--- config.mk ---
export PLATFORM = sky130hd
export DESIGN_NAME = uart_tx_queue
export DESIGN_NICKNAME = d
export VERILOG_FILES = /design/src/rtl/uart_pkg.sv /design/src/rtl/uart_sync_fifo.sv /design/src/rtl/uart_tx_queue.sv
export SDC_FILE = /design/constraint.sdc
export NUM_CORES = 1
export LEC_CHECK = 0
export CAP_MARGIN = 20
export CORE_UTILIZATION = 45
export DETAILED_ROUTE_END_ITERATION = 16
export PLACE_DENSITY_LB_ADDON = 0.15
export SKIP_CTS_REPAIR_TIMING = 1
export SLEW_MARGIN = 40
export SYNTH_ARGS = -nofsm -noshare
export SYNTH_HDL_FRONTEND = slang
export SYNTH_SLANG_ARGS = --single-unit
export TNS_END_PERCENT = 20
--- constraint.sdc ---
create_clock -name clk -period 2.27 [get_ports clk]
set_input_delay 0.454 -clock clk [delete_from_list [all_inputs] [get_ports clk]]
set_output_delay 0.454 -clock clk [all_outputs]
set_load 0.1 [all_outputs]
--- src/rtl/uart_pkg.sv ---
// Shared definitions for the UART transmit-side blocks.
//   UART_DATA_W : width of one UART byte
//   txq_state_t : hand-off FSM states of uart_tx_queue
package uart_pkg;

  localparam int UART_DATA_W = 8;

  typedef enum logic [1:0] {
    IDLE  = 2'd0,
    ISSUE = 2'd1,
    WAIT  = 2'd2,
    GAP   = 2'd3
  } txq_state_t;

endpackage

--- src/rtl/uart_sync_fifo.sv ---
// Single-clock circular-buffer FIFO with registered occupancy flags.
// Ports:
//   clk, reset      : clock, synchronous active-high reset
//   push_i, wdata_i : enqueue request/data (ignored while full)
//   pop_i           : dequeue request (ignored while empty)
//   rdata_o         : current head entry (valid when empty_o=0)
//   full_o, empty_o : registered occupancy flags
//   count_o         : registered occupancy
module uart_sync_fifo #(
  parameter int DEPTH  = 16,
  parameter int DATA_W = 8,
  localparam int AW    = $clog2(DEPTH)
) (
  input  logic              clk,
  input  logic              reset,
  input  logic              push_i,
  input  logic [DATA_W-1:0] wdata_i,
  input  logic              pop_i,
  output logic [DATA_W-1:0] rdata_o,
  output logic              full_o,
  output logic              empty_o,
  output logic [AW:0]       count_o
);

  logic [DATA_W-1:0] mem_q [DEPTH];
  logic [AW-1:0]     wptr_q, rptr_q;
  logic [AW:0]       count_q, count_d;
  logic              full_q, empty_q;
  logic              push_ok, pop_ok;

  // Gate on the pre-edge flags: a push while full is lost even if a pop
  // frees a slot in the same cycle.
  assign push_ok = push_i & ~full_q;
  assign pop_ok  = pop_i  & ~empty_q;

  always_comb begin
    count_d = count_q;
    case ({push_ok, pop_ok})
      2'b10:   count_d = count_q + (AW+1)'(1);
      2'b01:   count_d = count_q - (AW+1)'(1);
      default: count_d = count_q;
    endcase
  end

  always_ff @(posedge clk) begin
    if (push_ok) mem_q[wptr_q] <= wdata_i;
  end

  // Pointers wrap naturally because DEPTH is a power of two.
  always_ff @(posedge clk) begin
    if (reset) begin
      wptr_q  <= '0;
      rptr_q  <= '0;
      count_q <= '0;
      full_q  <= 1'b0;
      empty_q <= 1'b1;
    end else begin
      if (push_ok) wptr_q <= wptr_q + AW'(1);
      if (pop_ok)  rptr_q <= rptr_q + AW'(1);
      count_q <= count_d;
      full_q  <= (count_d == (AW+1)'(DEPTH));
      empty_q <= (count_d == '0);
    end
  end

  assign rdata_o = mem_q[rptr_q];
  assign full_o  = full_q;
  assign empty_o = empty_q;
  assign count_o = count_q;

endmodule

--- src/rtl/uart_tx_queue.sv ---
// Byte queue and pacing stage in front of the UART transmitter.
// Bytes are buffered in a FIFO and issued one at a time as a one-cycle
// tx_valid pulse; the next byte waits for tx_done plus GAP_CYCLES idle clocks.
// Ports:
//   clk, reset            : clock, synchronous active-high reset
//   wr_data, wr_en        : enqueue byte (dropped while full)
//   full, empty, count    : registered FIFO occupancy
//   tx_data, tx_valid     : to transmitter data_in / input_valid
//   tx_done               : transmitter frame-complete pulse
//   busy                  : hand-off FSM not idle
//   overflow              : sticky dropped-write flag
// Build option: define UART_TXQ_OVERFLOW_EN to build the overflow flag;
// otherwise overflow is tied low.
module uart_tx_queue
  import uart_pkg::*;
#(
  parameter int DEPTH      = 16,
  parameter int GAP_CYCLES = 0
) (
  input  logic                   clk,
  input  logic                   reset,
  input  logic [UART_DATA_W-1:0] wr_data,
  input  logic                   wr_en,
  output logic                   full,
  output logic                   empty,
  output logic [$clog2(DEPTH):0] count,
  output logic [UART_DATA_W-1:0] tx_data,
  output logic                   tx_valid,
  input  logic                   tx_done,
  output logic                   busy,
  output logic                   overflow
);

  localparam int GW = (GAP_CYCLES > 1) ? $clog2(GAP_CYCLES) : 1;

  txq_state_t             state_q, state_d;
  logic [GW-1:0]          gap_q, gap_d;
  logic [UART_DATA_W-1:0] tx_data_q, tx_data_d;
  logic                   tx_valid_q, tx_valid_d;
  logic                   pop;
  logic [UART_DATA_W-1:0] head;

  uart_sync_fifo #(.DEPTH(DEPTH), .DATA_W(UART_DATA_W)) u_fifo (
    .clk     (clk),
    .reset   (reset),
    .push_i  (wr_en),
    .wdata_i (wr_data),
    .pop_i   (pop),
    .rdata_o (head),
    .full_o  (full),
    .empty_o (empty),
    .count_o (count)
  );

  always_comb begin
    state_d    = state_q;
    gap_d      = gap_q;
    tx_data_d  = tx_data_q;
    tx_valid_d = 1'b0;
    pop        = 1'b0;
    case (state_q)
      IDLE: if (!empty) begin
        pop        = 1'b1;
        tx_data_d  = head;
        tx_valid_d = 1'b1;     // registered, so the pulse lands in ISSUE
        state_d    = ISSUE;
      end
      ISSUE: state_d = WAIT;   // tx_done in this cycle is deliberately ignored
      WAIT: if (tx_done) begin
        if (GAP_CYCLES > 0) begin
          state_d = GAP;
          gap_d   = GW'(GAP_CYCLES - 1);
        end else begin
          state_d = IDLE;
        end
      end
      GAP: begin
        if (gap_q == '0) state_d = IDLE;
        else             gap_d   = gap_q - GW'(1);
      end
      default: state_d = IDLE;
    endcase
  end

  always_ff @(posedge clk) begin
    if (reset) begin
      state_q    <= IDLE;
      gap_q      <= '0;
      tx_data_q  <= '0;
      tx_valid_q <= 1'b0;
    end else begin
      state_q    <= state_d;
      gap_q      <= gap_d;
      tx_data_q  <= tx_data_d;
      tx_valid_q <= tx_valid_d;
    end
  end

`ifdef UART_TXQ_OVERFLOW_EN
  logic ovf_q, ovf_d;
  assign ovf_d = ovf_q | (wr_en & full);
  always_ff @(posedge clk) begin
    if (reset) ovf_q <= 1'b0;
    else       ovf_q <= ovf_d;
  end
  assign overflow = ovf_q;
`else
  assign overflow = 1'b0;
`endif

  assign tx_data  = tx_data_q;
  assign tx_valid = tx_valid_q;
  assign busy     = (state_q != IDLE);

endmodule

==> run_results.csv <==
group,metric,value,unit
status,run_status,"complete, no violations",
worst_setup_path,cp_max_fo,2,
finish,final_cell_mix,"sky130_fd_sc_hd__edfxtp_1 (128), sky130_fd_sc_hd__buf_4 (54), sky130_fd_sc_hd__nor2_1 (37)",
clock_network,max-clock-path-buffers,2,
yosys,yosysWarnings,0,
finish,antenna_cells,0,
placed_design,detailedPlacementHpwl,7810,µm
min_path,hold_class,"reg -> reg",
die,placement_rows,42,
clock_network,tritoncts,"yes",
pwr,pwr_density_cell,1210,mW/mm²
finish,instances_no_fill,612,
worst_setup_path,timing.critical_path.to_type,"flop",
worst_setup_path,ff2ff_setup_slack,7,ps
sta,final-max-slew-violation-count,0,
die,io-pin-count,30,
pwr,power.share.combinational,31.9,%
pwr,netSwitchingPower,2960,µW
finish,layout_commonest_cell,"sky130_fd_sc_hd__edfxtp_1",
global_routing,first_pass_grt_wire_length,19400,µm
worst_setup_path,worstSetupEndpoint,"u_fifo.empty_o",
worst_setup_path,crit_slowest_cell,"sky130_fd_sc_hd__or3_4",
worst_setup_path,cp.arrival,2580,ps
worst_setup_path,critical_path.cell_chain,"or3_4 -> nor2_4 -> xor2_1 -> ha_2 -> nor2b_4 -> a31oi_1 -> o32a_4 -> xnor2_1 -> o31ai_1",
global_routing,number_of_global_route_vias_before_repair,3420,
die,width_of_the_die,119,µm
worst_setup_path,crit_required,2590,ps
sta,max_clock_freq,0.442,GHz
placed_design,placed_cells_incl_taps,580,
sta,clock-skew-final,5.28,ps
min_path,beginning_of_the_worst_hold_path,"tx_data[2]",
yosys,post_synth_inst_count,359,
yosys,ys_seq_elements,154,
routing,wl_per_cell,20.0,µm
worst_setup_path,reg2reg_to,"u_fifo.empty_o",
pwr,internal_power,6110,µW
routing,antenna_violating_nets_post_route,0,
worst_setup_path,r2r_start,"state_q[1]",
routing,post_route_wl,12200,µm
finish,final_layout_size_suffix_gt1_share,31.2,%
yosys,synthesis.area_per_instance,17.0,µm²
sta,timing.hold.ws,487,ps
sta,finalSetupViolCount,0,
sta,timing.final.hold_violations,0,
pwr,cellLeakagePower,0.00257,µW
pwr,clockPowerShare,30.3,%
pwr,switching_share,32.7,%
yosys,syn_area,0.00611,mm²
worst_setup_path,worst_setup_path_start_kind,"flop",
sta,layout_worst_path_cycle_share,99.7,%
routing,drt_iter0_markers,235,
clock_network,worst_setup_hold_path_clk_slew,60,ps
sta,rsz0062_at_grt,"true",
die,floorplan.core_area,0.0132,mm²
clock_network,clk_latency_worst_skew_pair,420,ps
clock_network,cts_buffers,17,
sta,slew-limit-headroom,55.3,%
clock_network,root_buffer_cell,"sky130_fd_sc_hd__clkbuf_16",
routing,route.detailed.vias_per_inst,5.39,
routing,dr_total_vias,3301,
global_routing,grt_antenna_before_repair,0,
clock_network,h_tree_depth,4,
worst_setup_path,cpPeakStageDelay,410,ps
routing,drt_first_pass_iters,4,
yosys,syn-num-nets,378,
run,maxCapViolCount,0,
die,die_height,119,µm
placed_design,portBuffers,28,
worst_setup_path,worst-setup-path-type,"reg -> reg",
global_routing,track_usage,19.3,%
yosys,post_synth_num_cell_types,38,
finish,syn_to_final_growth,22.2,%
global_routing,grt_start_max_net_pins,36,
routing,drt_drc_violations_left,0,
sta,worst_slew_pin_slew,669,ps
yosys,synth_seq_area_share,71.4,%
worst_setup_path,startpoint,"state_q[1]",
finish,nNetsFinal,442,
placed_design,gpl.final_weighted_congestion,0.761,
sta,timing.final.crit_period,2260,ps
pwr,seq_power_share,37.8,%
clock_network,number_of_sinks_on_the_clock_net,154,
global_routing,grt_remaining_overflow,0,
worst_setup_path,rr_worst_depth,9,
pwr,max-vdd-ir-drop,0.000682,V
die,die-area,0.0141,mm²
die,starting_density,46.2,%
## logic make-up after synthesis
group	synth area share [%]
AO/OA/AOI/OAI	5.02
XOR/XNOR	1.72
adder cells (fa/ha/maj)	1.43
buffers and inverters	2.52
flip-flops	71.4
multiplexers	12.1
other	0.0614
AND/OR/NAND/NOR	5.73
## registers in the layout, summed over array words and instances, names as in the netlist
name            flops
u_fifo.mem_q      128
tx_data             8
u_fifo.count_o      5
u_fifo.rptr_q       4
u_fifo.wptr_q       4
state_q             2
tx_valid            1
u_fifo.empty_o      1
u_fifo.full_o       1
## metrics by stage
step                      cell area [µm²]  utilization, %  total power, µW  worst slack (ps)  TNS [ps]
after detailed placement             6830            51.6             6280              -546     -1830
after floorplan                      6150               -             5580              -211      -534
final                                7470            56.4             9070              6.75         0
after global placement               6830            51.6             6260              -460     -1590
after global routing                 7470            56.4             9460              -161      -303
after CTS                            7420            56.0             9040              -182      -343
## power groups by stage
stage | combinational (µW) | clock (µW) | sequential [µW]
finish | 2890 | 2750 | 3430
global route | 3090 | 2920 | 3460
CTS | 2810 | 2800 | 3430
detailed placement | 2800 | 0 | 3490
global placement | 2780 | 0 | 3480
floorplan | 1440 | 0 | 4150
## cells in the mapped netlist, drive strengths merged
cell,count,area share [%]
nand2b,2,0.20
and2,2,0.20
a21o,2,0.25
conb,1,0.061
or3,2,0.20
a21oi,21,1.7
nand2,10,0.61
nor2b,5,0.51
o21ai,1,0.082
mux2i,2,0.33
ha,7,1.4
a32oi,1,0.14
o211ai,2,0.25
nor3,6,0.49
o32a,1,0.18
xnor2,4,0.57
o31ai,1,0.12
or2,1,0.10
nand4,4,0.41
clkbuf,11,0.70
buf,13,1.3
or3b,2,0.29
clkinv,1,0.27
dfxtp,26,8.5
xor2,8,1.1
nor4,1,0.20
nor3b,1,0.12
a22oi,16,2.0
mux4,32,12
a31oi,3,0.31
edfxtp,128,63
inv,4,0.25
nor2,38,2.4
## per-layer routing
| layer | track usage [%] | part of all wire, % | vias up |
|---|---|---|---|
| met5 | 0 | 0 | - |
| met4 | 9.18 | 2.2 | 0 |
| met3 | 4.05 | 4.0 | 17 |
| met2 | 30.3 | 49 | 73 |
| met1 | 25.8 | 45 | 1689 |
| li1 | - | - | 1522 |
## worst min-delay path by stage
stage,slack (ps),depth (start not counted),to
after floorplan,480,2,u_fifo.wptr_q[1]
after global placement,470,2,tx_data[4]
after detailed placement,480,2,tx_data[2]
after CTS,490,2,tx_data[2]
after global routing,530,2,tx_data[6]
final,490,2,tx_data[2]
## critical path: cells and delay by family, from the launching register on
family / cells / cell delay (ps)
xor+xnor: 2 / 300
flops: 1 / 310
fa+ha+maj: 1 / 200
simple gates: 3 / 670
compound gates: 3 / 690
## area by class of cell
class	count	area, µm²
sequential	154	4370
clock inverter	5	25.0
timing repair buffer	69	587
fill	1029	5770
tap	176	220
clock buffer	27	568
multi-input combinational	176	1670
inverter	5	31.3
Note: power is estimated with default switching activity, not from simulation.
==> patch 1 (config.mk and constraints unchanged) <==
Take the reset off `tx_data_q` and load it in a clocked block of its own.
--- a/src/rtl/uart_tx_queue.sv
+++ b/src/rtl/uart_tx_queue.sv
@@ -87,12 +87,14 @@
       state_q    <= IDLE;
       gap_q      <= '0;
-      tx_data_q  <= '0;
       tx_valid_q <= 1'b0;
     end else begin
       state_q    <= state_d;
       gap_q      <= gap_d;
-      tx_data_q  <= tx_data_d;
       tx_valid_q <= tx_valid_d;
     end
+  end
+
+  always_ff @(posedge clk) begin
+    tx_data_q <= tx_data_d;
   end
 
Check against the original RTL: differs if reset is asserted again (counterexample within 4 cycles, from zero or initial values and one cycle with reset high); with reset held inactive, the same outputs for 10 cycles.
==> patch 1 against the unedited design <==
  * The run now ends with negative setup slack left
  * Cell area rose by 0.95%
  * Setup slack got worse by 0.11 ns
  * Wire length fell by 3.7%
  * Maximum frequency fell by 4.8%
  * Synthesized cell count fell by 12%
  * Power rose by 3.1%
  * Synthesized area fell by 0.78%
  * Critical endpoint unchanged
  * Sequential cell count did not move
  * Count of clock-buffer cells in the layout fell by 9
==> patch 1: results (changes against the unedited design) <==
<table>
<tr><th>Metric</th><th>Value</th></tr>
<tr><th colspan="2">Outcome</th></tr>
<tr><td>Run status</td><td>finished, violations left</td></tr>
<tr><td>Violated checks</td><td>negative setup slack</td></tr>
<tr><th colspan="2">STA</th></tr>
<tr><td>Normalized max-slew margin</td><td>60.8% (+5.6 points)</td></tr>
<tr><td>Clock Skew</td><td>0.0216 ns (+0.0163 ns)</td></tr>
<tr><td>Setup violators final</td><td>3 (+3)</td></tr>
<tr><td>Smallest setup slack after layout</td><td>-0.106 ns (-0.113 ns)</td></tr>
<tr><th colspan="2">Detailed routing</th></tr>
<tr><td>Post-DR wirelength/cell</td><td>20.2 um (+0.88%)</td></tr>
<tr><td>Via/cell ratio</td><td>5.18 (-3.9%)</td></tr>
<tr><th colspan="2">Synth</th></tr>
<tr><td>Synthesized instance count</td><td>315 (-12%)</td></tr>
<tr><td>Sequential fraction of the synthesis area</td><td>73.3% (+1.9 points)</td></tr>
<tr><td>Top cell types by occurrence after synthesis</td><td>136 x sky130_fd_sc_hd__edfxtp_1, 40 x sky130_fd_sc_hd__mux4_2, 28 x sky130_fd_sc_hd__nor2_1</td></tr>
<tr><td>Top post-synthesis cells by area</td><td>sky130_fd_sc_hd__edfxtp_1 67%, sky130_fd_sc_hd__mux4_2 15%, sky130_fd_sc_hd__dfxtp_1 5.9%</td></tr>
<tr><td>EDFF count, synth</td><td>136 (+6.3%)</td></tr>
<tr><th colspan="2">GRT</th></tr>
<tr><td>All-Layer GR Usage</td><td>18.7% (-0.60 points)</td></tr>
<tr><td>Vias in the first global route</td><td>3110 (-9.1%)</td></tr>
<tr><th colspan="2">Placement</th></tr>
<tr><td>Dpl hpwl</td><td>7570 um (-3.1%)</td></tr>
<tr><td>Inst Count DP</td><td>552 (-4.8%)</td></tr>
<tr><td>Routability congestion estimate</td><td>0.807 (+6.0%)</td></tr>
<tr><td>Area after detailed placement</td><td>6910 um2 (+1.1%)</td></tr>
<tr><th colspan="2">Critical path</th></tr>
<tr><td>Crit path DAT</td><td>2.73 ns (+0.15 ns)</td></tr>
<tr><td>Maximum net fanout on the critical path</td><td>3 (+1)</td></tr>
<tr><th colspan="2">Finish</th></tr>
<tr><td>Fill cell count</td><td>1008 (-2.0%)</td></tr>
<tr><td>Post-layout instance count excluding filler cells</td><td>584 (-4.6%)</td></tr>
<tr><th colspan="2">Power</th></tr>
<tr><td>Largest voltage drop on the vdd net</td><td>608 uV (-11%)</td></tr>
<tr><td>Net switching power</td><td>3.02 mW (+2.1%)</td></tr>
<tr><td>Static leakage power</td><td>2.55 nW (-0.71%)</td></tr>
</table>
-- patch 1: cell count changes after synthesis, sizes merged, moves of 7 or more --
cell,unedited run,this run
a21oi,21,4
a22oi,16,0
buf,13,6
dfxtp,26,18
edfxtp,128,136
mux4,32,40
nor2,38,28
-- patch 1: worst paths after layout --
| path | from | to | slack [ns] | depth (start not counted) |
|---|---|---|---|---|
| setup / recovery | state_q[1]$_SDFFE_PP0P_ | u_fifo.empty_o$_SDFF_PP1_ | -0.11 | 11 |
| hold / removal | u_fifo.wptr_q[1]$_SDFFE_PP0P_ | u_fifo.wptr_q[1]$_SDFFE_PP0P_ | 0.56 | 2 |
| setup reg to reg | state_q[1]$_SDFFE_PP0P_ | u_fifo.empty_o$_SDFF_PP1_ | -0.11 | 11 |
| hold reg to reg | u_fifo.wptr_q[1]$_SDFFE_PP0P_ | u_fifo.wptr_q[1]$_SDFFE_PP0P_ | 0.56 | 2 |
-- patch 1: power by group through the flow --
stage          registers, mW  logic (mW)  clock network [mW]
2_1_floorplan           4.32        1.32                   0
3_3_place_gp            3.53        2.90                   0
3_5_place_dp            3.53        2.92                   0
4_1_cts                 3.48        2.93                3.02
5_1_grt                 3.51        3.07                3.12
6_report                3.48        2.90                2.96
-- patch 1: critical path: cells and delay by family (launching register included) --
family	cells	cell delay (ns)
AO/OA/AOI/OAI	3	0.47
XOR/XNOR	2	0.31
adder cells (fa/ha/maj)	1	0.21
buffers and inverters	1	0.07
flip-flops	1	0.33
AND/OR/NAND/NOR	4	0.92
-- patch 1: logic make-up after synthesis --
logic type	share of synthesized area, %
mux	15.2
other cells	0.0618
simple gates	5.10
compound gates	1.26
buf+inv	1.94
xor+xnor	1.73
fa+ha+maj	1.44
flops	73.3
-- patch 1: per-layer routing --
layer / GRT usage [%] / vias to the layer above / part of all wire (%)
met5: 0 / - / 0
met4: 6.25 / 0 / 0.48
met3: 5.47 / 5 / 5.1
met2: 28.6 / 58 / 49
met1: 25.8 / 1548 / 45
li1: - / 1415 / -
-- patch 1: per-stage QoR --
step	power (mW)	hold WS, ns	TNS, ns	setup slack, ns
global route	9.69	0.612	-0.651	-0.222
detailed placement	6.45	0.550	-2.18	-0.575
global placement	6.44	0.516	-1.97	-0.542
finish	9.35	0.557	-0.190	-0.106
floorplan	5.64	0.482	-0.866	-0.360
CTS	9.43	0.559	-0.728	-0.255
-- patch 1: layout make-up --
type	count	share of cell area, %
sequential	154	59.1
multi-input combinational	137	20.5
timing repair buffer	80	8.83
clock buffer	18	5.69
tap	176	2.92
clock inverter	14	2.59
inverter	5	0.415
==> patch 2 (config.mk and constraints unchanged) <==
Without the edit above. `DEPTH` is set to 16 in 2 places; all go to 8.
--- a/src/rtl/uart_sync_fifo.sv
+++ b/src/rtl/uart_sync_fifo.sv
@@ -8,5 +8,5 @@
 //   count_o         : registered occupancy
 module uart_sync_fifo #(
-  parameter int DEPTH  = 16,
+  parameter int DEPTH  = 8,
   parameter int DATA_W = 8,
   localparam int AW    = $clog2(DEPTH)
--- a/src/rtl/uart_tx_queue.sv
+++ b/src/rtl/uart_tx_queue.sv
@@ -15,5 +15,5 @@
   import uart_pkg::*;
 #(
-  parameter int DEPTH      = 16,
+  parameter int DEPTH      = 8,
   parameter int GAP_CYCLES = 0
 ) (
Ports: changed (resized count); port bits go from 30 to 29. The function was not compared with the original's and may differ.
==> patch 2 against the unedited design <==
  * Power is 39% lower
  * Synthesized cell count down 42%
  * Synthesized area fell by 44%
  * Via count is 43% lower
  * Wire length is 48% lower
  * Setup slack better by 0.14 ns
  * Cell area down 44%
  * Sequential cell count decreased by 67
  * Combinational power is 20% lower
  * Clock skew rose by 0.0033 ns
  * Sequential share of layout area fell by 1.8 points
  * Largest power group is now combinational cells
==> patch 2: results (changes against the unedited design) <==
<table>
<tr><th>Metric</th><th>Value</th></tr>
<tr><th colspan="2">Critical path</th></tr>
<tr><td>Worst R2R Path Depth</td><td>10 (+1)</td></tr>
<tr><td>Maximum net fanout on the critical path</td><td>4 (+2)</td></tr>
<tr><td>Setup slack of the worst register-to-register path</td><td>0.15 ns (+0.14 ns)</td></tr>
<tr><td>Max stage delay on crit path</td><td>0.44 ns (+0.03 ns)</td></tr>
<tr><td>Critical R2R Capture</td><td>u_fifo.full_o$_SDFF_PP0_</td></tr>
<tr><th colspan="2">CTS</th></tr>
<tr><td>Clock-pin slew of the registers on the worst-case setup and hold paths</td><td>0.09 ns (+0.03 ns)</td></tr>
<tr><td>Clk Tree Root Cell</td><td>sky130_fd_sc_hd__clkbuf_8</td></tr>
<tr><td>Worst-Skew Late Latency</td><td>0.35 ns (-0.07 ns)</td></tr>
<tr><td>Max H-tree Level</td><td>3 (-1)</td></tr>
<tr><th colspan="2">Placement</th></tr>
<tr><td>Number of I/O port buffers</td><td>27 (-3.6%)</td></tr>
<tr><td>Routability congestion estimate</td><td>0.707 (-7.1%)</td></tr>
<tr><th colspan="2">Synth</th></tr>
<tr><td>Adder and majority gate portion of the synthesized area</td><td>1.46% (+0.026 points)</td></tr>
<tr><td>Sequential fraction of the synthesis area</td><td>69.4% (-2.0 points)</td></tr>
<tr><td>Top post-synthesis cells by area</td><td>sky130_fd_sc_hd__edfxtp_1 56%, sky130_fd_sc_hd__dfxtp_1 13%, sky130_fd_sc_hd__mux4_2 11%</td></tr>
<tr><td>Synthesized net count</td><td>225 (-40%)</td></tr>
<tr><th colspan="2">STA</th></tr>
<tr><td>Post-route worst hold slack</td><td>0.501 ns (+0.0135 ns)</td></tr>
<tr><th colspan="2">Finish</th></tr>
<tr><td>Number of flip-flops in the largest register</td><td>64 (-50%)</td></tr>
<tr><td>Fill cell count</td><td>590 (-43%)</td></tr>
<tr><td>Fraction of final layout cells with drive strength greater than 1</td><td>34.3% (+3.1 points)</td></tr>
<tr><th colspan="2">Power</th></tr>
<tr><td>Static leakage power</td><td>1.45 nW (-43%)</td></tr>
<tr><td>Ratio of total power to cell area</td><td>1310 nW/um2 (+7.8%)</td></tr>
<tr><td>Part of the power in combinational logic</td><td>41.7% (+9.8 points)</td></tr>
<tr><td>Portion of total power attributed to sequential cells</td><td>37.5% (-0.3 points)</td></tr>
<tr><th colspan="2">Worst hold path</th></tr>
<tr><td>Destination of the worst hold path</td><td>tx_data[3]$_SDFFE_PP0P_</td></tr>
<tr><td>Startpoint of the lowest-slack hold path</td><td>tx_data[3]$_SDFFE_PP0P_</td></tr>
<tr><th colspan="2">Detailed routing</th></tr>
<tr><td>Via/cell ratio</td><td>5.17 (-4.1%)</td></tr>
<tr><td>DR iter-0 viols</td><td>128 (-46%)</td></tr>
<tr><th colspan="2">GRT</th></tr>
<tr><td>Maximum number of pins on one net before global-route repair</td><td>19 (-47%)</td></tr>
<tr><td>All-Layer GR Usage</td><td>18.0% (-1.3 points)</td></tr>
<tr><th colspan="2">Outcome</th></tr>
<tr><td>Run status</td><td>finished, final reports clean</td></tr>
</table>
[patch 2: layout make-up]
| cell class | instances | area (um2) | share of cell area, % |
|---|---|---|---|
| Sequential cell | 87 | 2390 | 56.7 |
| Clock buffer | 11 | 131 | 3.12 |
| Clock inverter | 5 | 81.3 | 1.93 |
| Timing Repair Buffer | 55 | 440 | 10.5 |
| Inverter | 2 | 12.5 | 0.297 |
| Tap cell | 99 | 124 | 2.94 |
| Multi-Input combinational cell | 108 | 1030 | 24.6 |
[patch 2: how the worst max path moves through the flow]
| stage | startpoint | endpoint | slack (ns) | cells after the start |
|---|---|---|---|---|
| 6_report | state_q[1]$_SDFFE_PP0P_ | u_fifo.full_o$_SDFF_PP0_ | 0.15 | 10 |
| 5_1_grt | state_q[1]$_SDFFE_PP0P_ | u_fifo.full_o$_SDFF_PP0_ | 0.03 | 10 |
| 4_1_cts | state_q[1]$_SDFFE_PP0P_ | u_fifo.full_o$_SDFF_PP0_ | -0.001 | 10 |
| 3_5_place_dp | wr_en | u_fifo.full_o$_SDFF_PP0_ | -0.18 | 9 |
| 3_3_place_gp | wr_en | u_fifo.full_o$_SDFF_PP0_ | -0.16 | 9 |
| 2_1_floorplan | u_fifo.empty_o$_SDFF_PP1_ | u_fifo.empty_o$_SDFF_PP1_ | -0.06 | 12 |
[patch 2: layer usage]
metal | global-route usage, % | up-vias | wire length (um)
met4 | 6.49 | 0 | 70
li1 | - | 903 | -
met1 | 24.2 | 956 | 2930
met3 | 4.80 | 11 | 189
met2 | 28.6 | 28 | 3140
met5 | 0 | - | 0
[patch 2: kinds of logic after synthesis]
family,Yosys count
DFF,87
and+or+nand+nor,52
muxes,26
AOI/OAI and AO/OA,18
buffers and inverters,14
xor gates and xnor gates,7
adders and majority gates,4
other,1
